==> src/rtl/cache_ctrl.sv <==
// cache_ctrl: lookup controller between a requester, a tag/data cache array
// and a backing memory. One request in flight at a time. A hit answers
// straight from LOOKUP; a miss fetches the line from memory, installs it
// (FILL) and then answers. A fetch that runs out of time answers with
// resp_err instead.
//
// Ports
//   clk, rst          clock, asynchronous active-high reset
//   req_valid/addr    lookup request; accepted only while req_ready=1
//   req_ready         high only in IDLE
//   cache_addr        latched request address driven to the cache array
//   cache_state       0 = compare, 1 = fill (one cycle per completed fetch)
//   cache_hit         hit indication from the array, sampled in LOOKUP only
//   mem_req/mem_addr  line fetch request, line-aligned address
//   mem_ack           fetch complete, sampled in MEM_WAIT only
//   resp_valid/hit/err response, held until resp_ready
//   hit_count/miss_count wrapping statistics
module cache_ctrl #(
    parameter int MEM_TIMEOUT = 255,
    parameter int CNT_W       = 16
) (
    input  logic             clk,
    input  logic             rst,
    input  logic             req_valid,
    input  logic [31:0]      req_addr,
    output logic             req_ready,
    output logic [31:0]      cache_addr,
    output logic             cache_state,
    input  logic             cache_hit,
    output logic             mem_req,
    output logic [31:0]      mem_addr,
    input  logic             mem_ack,
    output logic             resp_valid,
    output logic             resp_hit,
    output logic             resp_err,
    input  logic             resp_ready,
    output logic [CNT_W-1:0] hit_count,
    output logic [CNT_W-1:0] miss_count
);

    typedef enum logic [2:0] {
        IDLE     = 3'd0,
        LOOKUP   = 3'd1,
        MEM_WAIT = 3'd2,
        FILL     = 3'd3,
        RESP     = 3'd4
    } state_t;

    // The counter holds the number of MEM_WAIT cycles already spent; the
    // cycle in which it equals TMO_LAST is the MEM_TIMEOUT-th one.
    localparam logic [7:0] TMO_LAST = 8'(MEM_TIMEOUT - 1);

    state_t      state;
    logic [31:0] addr_q;
    logic [7:0]  tmo_cnt;

    assign cache_addr = addr_q;
    assign mem_addr   = {addr_q[31:3], 3'b000};

    always_ff @(posedge clk or posedge rst) begin
        if (rst) begin
            state       <= IDLE;
            addr_q      <= '0;
            tmo_cnt     <= '0;
            hit_count   <= '0;
            miss_count  <= '0;
            req_ready   <= 1'b1;
            cache_state <= 1'b0;
            mem_req     <= 1'b0;
            resp_valid  <= 1'b0;
            resp_hit    <= 1'b0;
            resp_err    <= 1'b0;
        end else begin
            case (state)
                IDLE: begin
                    if (req_valid) begin
                        addr_q    <= req_addr;
                        req_ready <= 1'b0;
                        state     <= LOOKUP;
                    end
                end
                LOOKUP: begin
                    if (cache_hit) begin
                        hit_count  <= hit_count + CNT_W'(1);
                        resp_valid <= 1'b1;
                        resp_hit   <= 1'b1;
                        resp_err   <= 1'b0;
                        state      <= RESP;
                    end else begin
                        miss_count <= miss_count + CNT_W'(1);
                        tmo_cnt    <= '0;
                        mem_req    <= 1'b1;
                        state      <= MEM_WAIT;
                    end
                end
                MEM_WAIT: begin
                    // An ack in the last allowed cycle still completes the fetch.
                    if (mem_ack) begin
                        mem_req     <= 1'b0;
                        cache_state <= 1'b1;
                        state       <= FILL;
                    end else if (tmo_cnt == TMO_LAST) begin
                        mem_req    <= 1'b0;
                        resp_valid <= 1'b1;
                        resp_hit   <= 1'b0;
                        resp_err   <= 1'b1;
                        state      <= RESP;
                    end else begin
                        tmo_cnt <= tmo_cnt + 8'd1;
                    end
                end
                FILL: begin
                    cache_state <= 1'b0;
                    resp_valid  <= 1'b1;
                    resp_hit    <= 1'b0;
                    resp_err    <= 1'b0;
                    state       <= RESP;
                end
                RESP: begin
                    if (resp_ready) begin
                        resp_valid <= 1'b0;
                        resp_hit   <= 1'b0;
                        resp_err   <= 1'b0;
                        req_ready  <= 1'b1;
                        state      <= IDLE;
                    end
                end
                default: begin
                    // Unused encodings fall back to a clean IDLE.
                    cache_state <= 1'b0;
                    mem_req     <= 1'b0;
                    resp_valid  <= 1'b0;
                    resp_hit    <= 1'b0;
                    resp_err    <= 1'b0;
                    req_ready   <= 1'b1;
                    state       <= IDLE;
                end
            endcase
        end
    end

endmodule

==> config.mk <==
export PLATFORM = sky130hd
export DESIGN_NAME = cache_ctrl
export DESIGN_NICKNAME = d
export VERILOG_FILES = /design/src/rtl/cache_ctrl.sv
export SDC_FILE = /design/constraint.sdc
export NUM_CORES = 1
export LEC_CHECK = 0
export CAP_MARGIN = 30
export CORE_UTILIZATION = 40
export DETAILED_ROUTE_END_ITERATION = 8
export GPL_ROUTABILITY_DRIVEN = 0
export PLACE_DENSITY = 0.82
export RECOVER_POWER = 50
export SYNTH_ARGS = -nofsm -noshare
export SYNTH_HDL_FRONTEND = slang
export SYNTH_SLANG_ARGS = --single-unit
==> constraint.sdc <==
create_clock -name clk -period 2.98 [get_ports clk]
set_input_delay 0.745 -clock clk [delete_from_list [all_inputs] [get_ports clk]]
set_output_delay 0.745 -clock clk [all_outputs]
set_load 0.01 [all_outputs]
After elaboration in Yosys (flattened, before gate mapping)
Cells that the tools add are included.
Storage, ports and cells
  input bits: 38
  logic and storage cells: 75
  output and inout bits: 102
  register bits: 81
Cells by class
  bitwise operators: 5
  mux-type cells: 28
  equal/unequal tests: 14
  $add $sub $neg: 3
  reductions and logical operators: 14
Operators with widths (count)
  16-bit by 1-bit adder with 16-bit output, second input constant: 2
  8-bit two-way mux: 3
  2-bit inequality test, second input constant: 8
  8-bit case mux with 2 select lines: 1
  3-bit two-way mux: 5
  3-bit case mux with 5 select lines: 1
  1-bit two-way mux: 12
  3-bit AND reduction: 3
  3-bit OR reduction: 3
  8-bit by 1-bit adder with 8-bit output, second input constant: 1
  8-bit equality test, second input constant: 1
  1-bit case mux with 4 select lines: 2
  2-bit AND reduction: 4
  3-bit by 2-bit equality test with 1-bit output, second input constant: 2
  1-bit case mux with 3 select lines: 2
  1-bit NOT: 5
  1-bit case mux with 5 select lines: 1
  5-bit AND reduction: 1
  4-bit AND reduction: 1
  3-bit by 1-bit equality test with 1-bit output, second input constant: 1
  3-bit equality test, second input constant: 1
  3-bit zero test: 1
  3-bit inequality test, second input constant: 1
  1-bit case mux with 2 select lines: 1
  2-bit nonzero test: 1

Depth between registers and ports, before layout
  word-level depth: 4
  gate-level depth with buffers: 7
  depth with buffers taken out: 6

Worst setup path after synthesis
Ideal clock, no wire load.
  path type: input to register
  from: input cache_hit
  to: register miss_count[15]
  path slack: 778 ps
  data required time: 2901 ps
  arrival: 2122 ps
  setup time: 79 ps
  stages on the path: 4
  path buffers: 0
  cell sequence: or4b_1 or4_4 nor3_2 xor2_1
On the way
  word-level cells in the longest chain between the ends: 2
Ends and longest elaborated chain
  from (decl): RTL line 29  | input logic cache_hit,
  1-bit NOT (no line)
  2-bit AND reduction (no line)
  to (signal assigned): RTL line 90  | miss_count <= miss_count + CNT_W'(1);
  to (decl): RTL line 38  | output logic [CNT_W-1:0] miss_count
No other way between the ends.
A chain may end at the register's enable or synchronous reset.

Final worst setup path
  from: input cache_hit
  to: register hit_count[15]
On the way
  word-level cells in the longest chain between the ends: 1
Ends and longest elaborated chain
  2-bit AND reduction (no line)
  to (signal assigned): RTL line 84  | hit_count <= hit_count + CNT_W'(1);
  to (decl): RTL line 37  | output logic [CNT_W-1:0] hit_count,
No other way between the ends.

==> results.json <==
{
  "cts_setup_buffers": 0,
  "reg2reg_depth": 4,
  "synth_cells": 322,
  "io_pins": 140,
  "max_freq_ghz": 0.3853,
  "core_area_um2": 8848,
  "p_seq_frac": 0.378,
  "vias": 2860,
  "grt_pass1_vias": 2811,
  "drt_first_pass_iters": 6,
  "grt_setup_unrepaired": "no",
  "drcViolationCount": 18,
  "finalSetupViolations": 0,
  "net-switching-power_w": 0.001589,
  "yosysTopAreaCellShare": 0.5396,
  "swShare": 0.3300,
  "multi_input_area_um2": 1384,
  "async_reset_ff_frac": 1.000,
  "skew_ps": 7.445,
  "cp.arrival_ps": 2830,
  "hold_viol_final": 0,
  "r2r_end": "miss_count[15]",
  "final-seq-area_um2": 2028,
  "htree_levels": 3,
  "cts_hold_buf": 0,
  "path_clk_slew_ps": 80,
  "intPower_w": 0.003225,
  "tightest_slew_ps": 1205,
  "place_inst": 535,
  "track_usage": 0.1816,
  "ys_ff_latch": 81,
  "timing.rr.start": "state[1]",
  "r2r_slack_ps": 730,
  "ctsResizeCount": 0,
  "maxSlewViolCount": 0,
  "layout_min_cycle_time_ps": 2595,
  "port_buffers": 136,
  "min_period_over_period": 0.8710,
  "critPathRequiredTime_ps": 3210,
  "yosysUniqueCellTypes": 43,
  "startpoint_type": "input port",
  "rows": 34,
  "p_clk_frac": 0.178,
  "cts.sinks": 81,
  "antenna_found_initial": 0,
  "placed_area_um2": 5016,
  "layout.nets": 480,
  "tns_ps": 0,
  "initial_core_util": 0.4193,
  "wl_um": 8479,
  "drt-vias-per-instance": 5.191,
  "die_w_um": 98.31,
  "numCtsBuffers": 9,
  "syn_to_final_growth_pct": 40.37,
  "clk_latency_ps": 340,
  "drive_gt1_frac": 0.1287,
  "hpwlAfterDp_um": 6319,
  "syn_avg_cell_area_um2": 11.52,
  "overflow": 0,
  "yosysWarningCount": 0,
  "endpoint_kind": "flop",
  "design_area_um2": 5207,
  "die_area_um2": 9664,
  "hp-class": "flop to flop",
  "finalPower_w": 0.004814,
  "max_cap_violations": 0,
  "synth_area_um2": 3710,
  "p_per_area_nw_per_um2": 924.4,
  "grt_pass1_wl_um": 14030,
  "final.fill_count": 705,
  "status": "finished, violations left",
  "instances_no_fill": 551,
  "die_y_um": 98.31,
  "first_iter_violations": 138,
  "netlist_top_cells_area": "dfrtp_1, mux2_2, buf_4",
  "yosysSeqAreaShare": 0.5467,
  "holdPathStages": 1,
  "crit_fanout": 9,
  "hp-start": "hit_count[15]",
  "ant_nets": 0,
  "synth-main-ff-cell": "dfrtp_1",
  "p_comb_frac": 0.444,
  "synth_edf_count": 0,
  "cts_tree": "yes",
  "clk_path_buf_depth": 2,
  "whs_endpoint": "hit_count[15]",
  "synth_area_leader_cell": "dfrtp_1",
  "leakagePower_nw": 2.189,
  "violations": "design-rule violations",
  "wl_per_cell_um": 15.39,
  "grt_max_degree": 39,
  "root_buffer": "clkbuf_8",
  "vdd_drop_max_v": 0.0004172,
  "crit_type": "input port to flop",
  "relSlewSlack": 0.1922,
  "num_antenna_cells": 0
}
-- flip-flops by register name (all words and copies together), names as in the netlist --
name / cells
cache_addr: 32
cache_state: 1
hit_count: 16
mem_req: 1
miss_count: 16
req_ready: 1
resp_err: 1
resp_hit: 1
resp_valid: 1
state: 3
tmo_cnt: 8
-- metrics by stage --
step	setup slack [ps]	utilization	hold slack [ps]
after floorplan	156.6	-	450.2
after global placement	202.5	0.5669	460.9
after detailed placement	192.7	0.5669	470.1
after CTS	555.7	0.5908	485.7
after global routing	245.6	0.5885	503.5
final	384.5	0.5885	482.5
-- cell families (layout without fill, tap and decap cells) --
kind of cell | count (synthesis) | in the layout | share of synthesized area
compound gates | 29 | 29 | 0.04925
xor+xnor | 30 | 30 | 0.07083
fa+ha+maj | 4 | 4 | 0.01349
buf+inv | 49 | 168 | 0.08229
flops | 81 | 81 | 0.5467
mux | 35 | 35 | 0.1056
other cells | 1 | 3 | 0.001011
simple gates | 93 | 93 | 0.1309
-- how the worst max path moves through the flow --
stage	from	to	slack (ps)	depth (start not counted)
after CTS	cache_hit	miss_count[15]	560	5
after global placement	cache_hit	miss_count[15]	200	5
after detailed placement	cache_hit	miss_count[15]	190	5
after floorplan	rst	cache_addr[0]	160	1
after global routing	cache_hit	hit_count[15]	250	7
final	cache_hit	hit_count[15]	380	7
-- synth_stat cells (4+ instances only) --
cell / count
and3_1: 4
inv_1: 7
o21ai_0: 6
nor2_1: 17
clkbuf_1: 6
nand4_1: 9
xor2_1: 9
mux2_2: 33
nand3_1: 20
a21oi_1: 10
nand2_1: 22
buf_4: 32
or3_1: 4
ha_1: 4
dfrtp_1: 80
xnor2_1: 21
nor4_1: 4
-- cell type report --
class                           instances  area share
Clock inverter                          5     0.01538
Timing Repair Buffer                  145      0.2729
Multi-Input combinational cell        194      0.2657
Tap cell                              108     0.02595
Sequential cell                        81      0.3895
Inverter                                7    0.005286
Clock buffer                           11     0.02523
-- power groups by stage --
stage | clock [W] | combinational (W) | sequential (W)
floorplan | 0 | 0.00108 | 0.00190
global placement | 0 | 0.00213 | 0.00180
detailed placement | 0 | 0.00219 | 0.00184
CTS | 0.000885 | 0.00220 | 0.00182
global route | 0.000933 | 0.00229 | 0.00188
finish | 0.000857 | 0.00214 | 0.00182
-- layout by cell type (no fill, tap or decap), types with 3 or more instances in the layout --
cell type,netlist,layout
inv_1,7,6
nand4_1,9,9
ha_1,4,4
clkbuf_1,6,6
conb_1,1,3
clkdlybuf4s50_1,0,121
xor2_1,9,9
nand3_1,20,20
clkbuf_8,0,9
o21ai_0,6,6
a21oi_1,10,10
nor4_1,4,4
a31oi_1,3,3
dfrtp_1,80,80
xnor2_1,21,21
nand2_1,22,22
dlygate4sd3_1,0,15
nor2_1,17,17
and3_1,4,4
mux2_2,33,33
or3_1,4,4
-- critical path: stages --
cell,delay [ps]
dlygate4sd3_1,550
clkbuf_1,240
nand4bb_1,130
clkbuf_1,230
nor4_1,600
nand3_1,180
xnor2_1,150
-- routing by layer --
layer  wire length, um  GRT usage
met1              3354     0.2135
met2              4371     0.3223
met3               634    0.04009
met4               119    0.07233
met5                 0          0
Power figures use the tool's default switching activity.
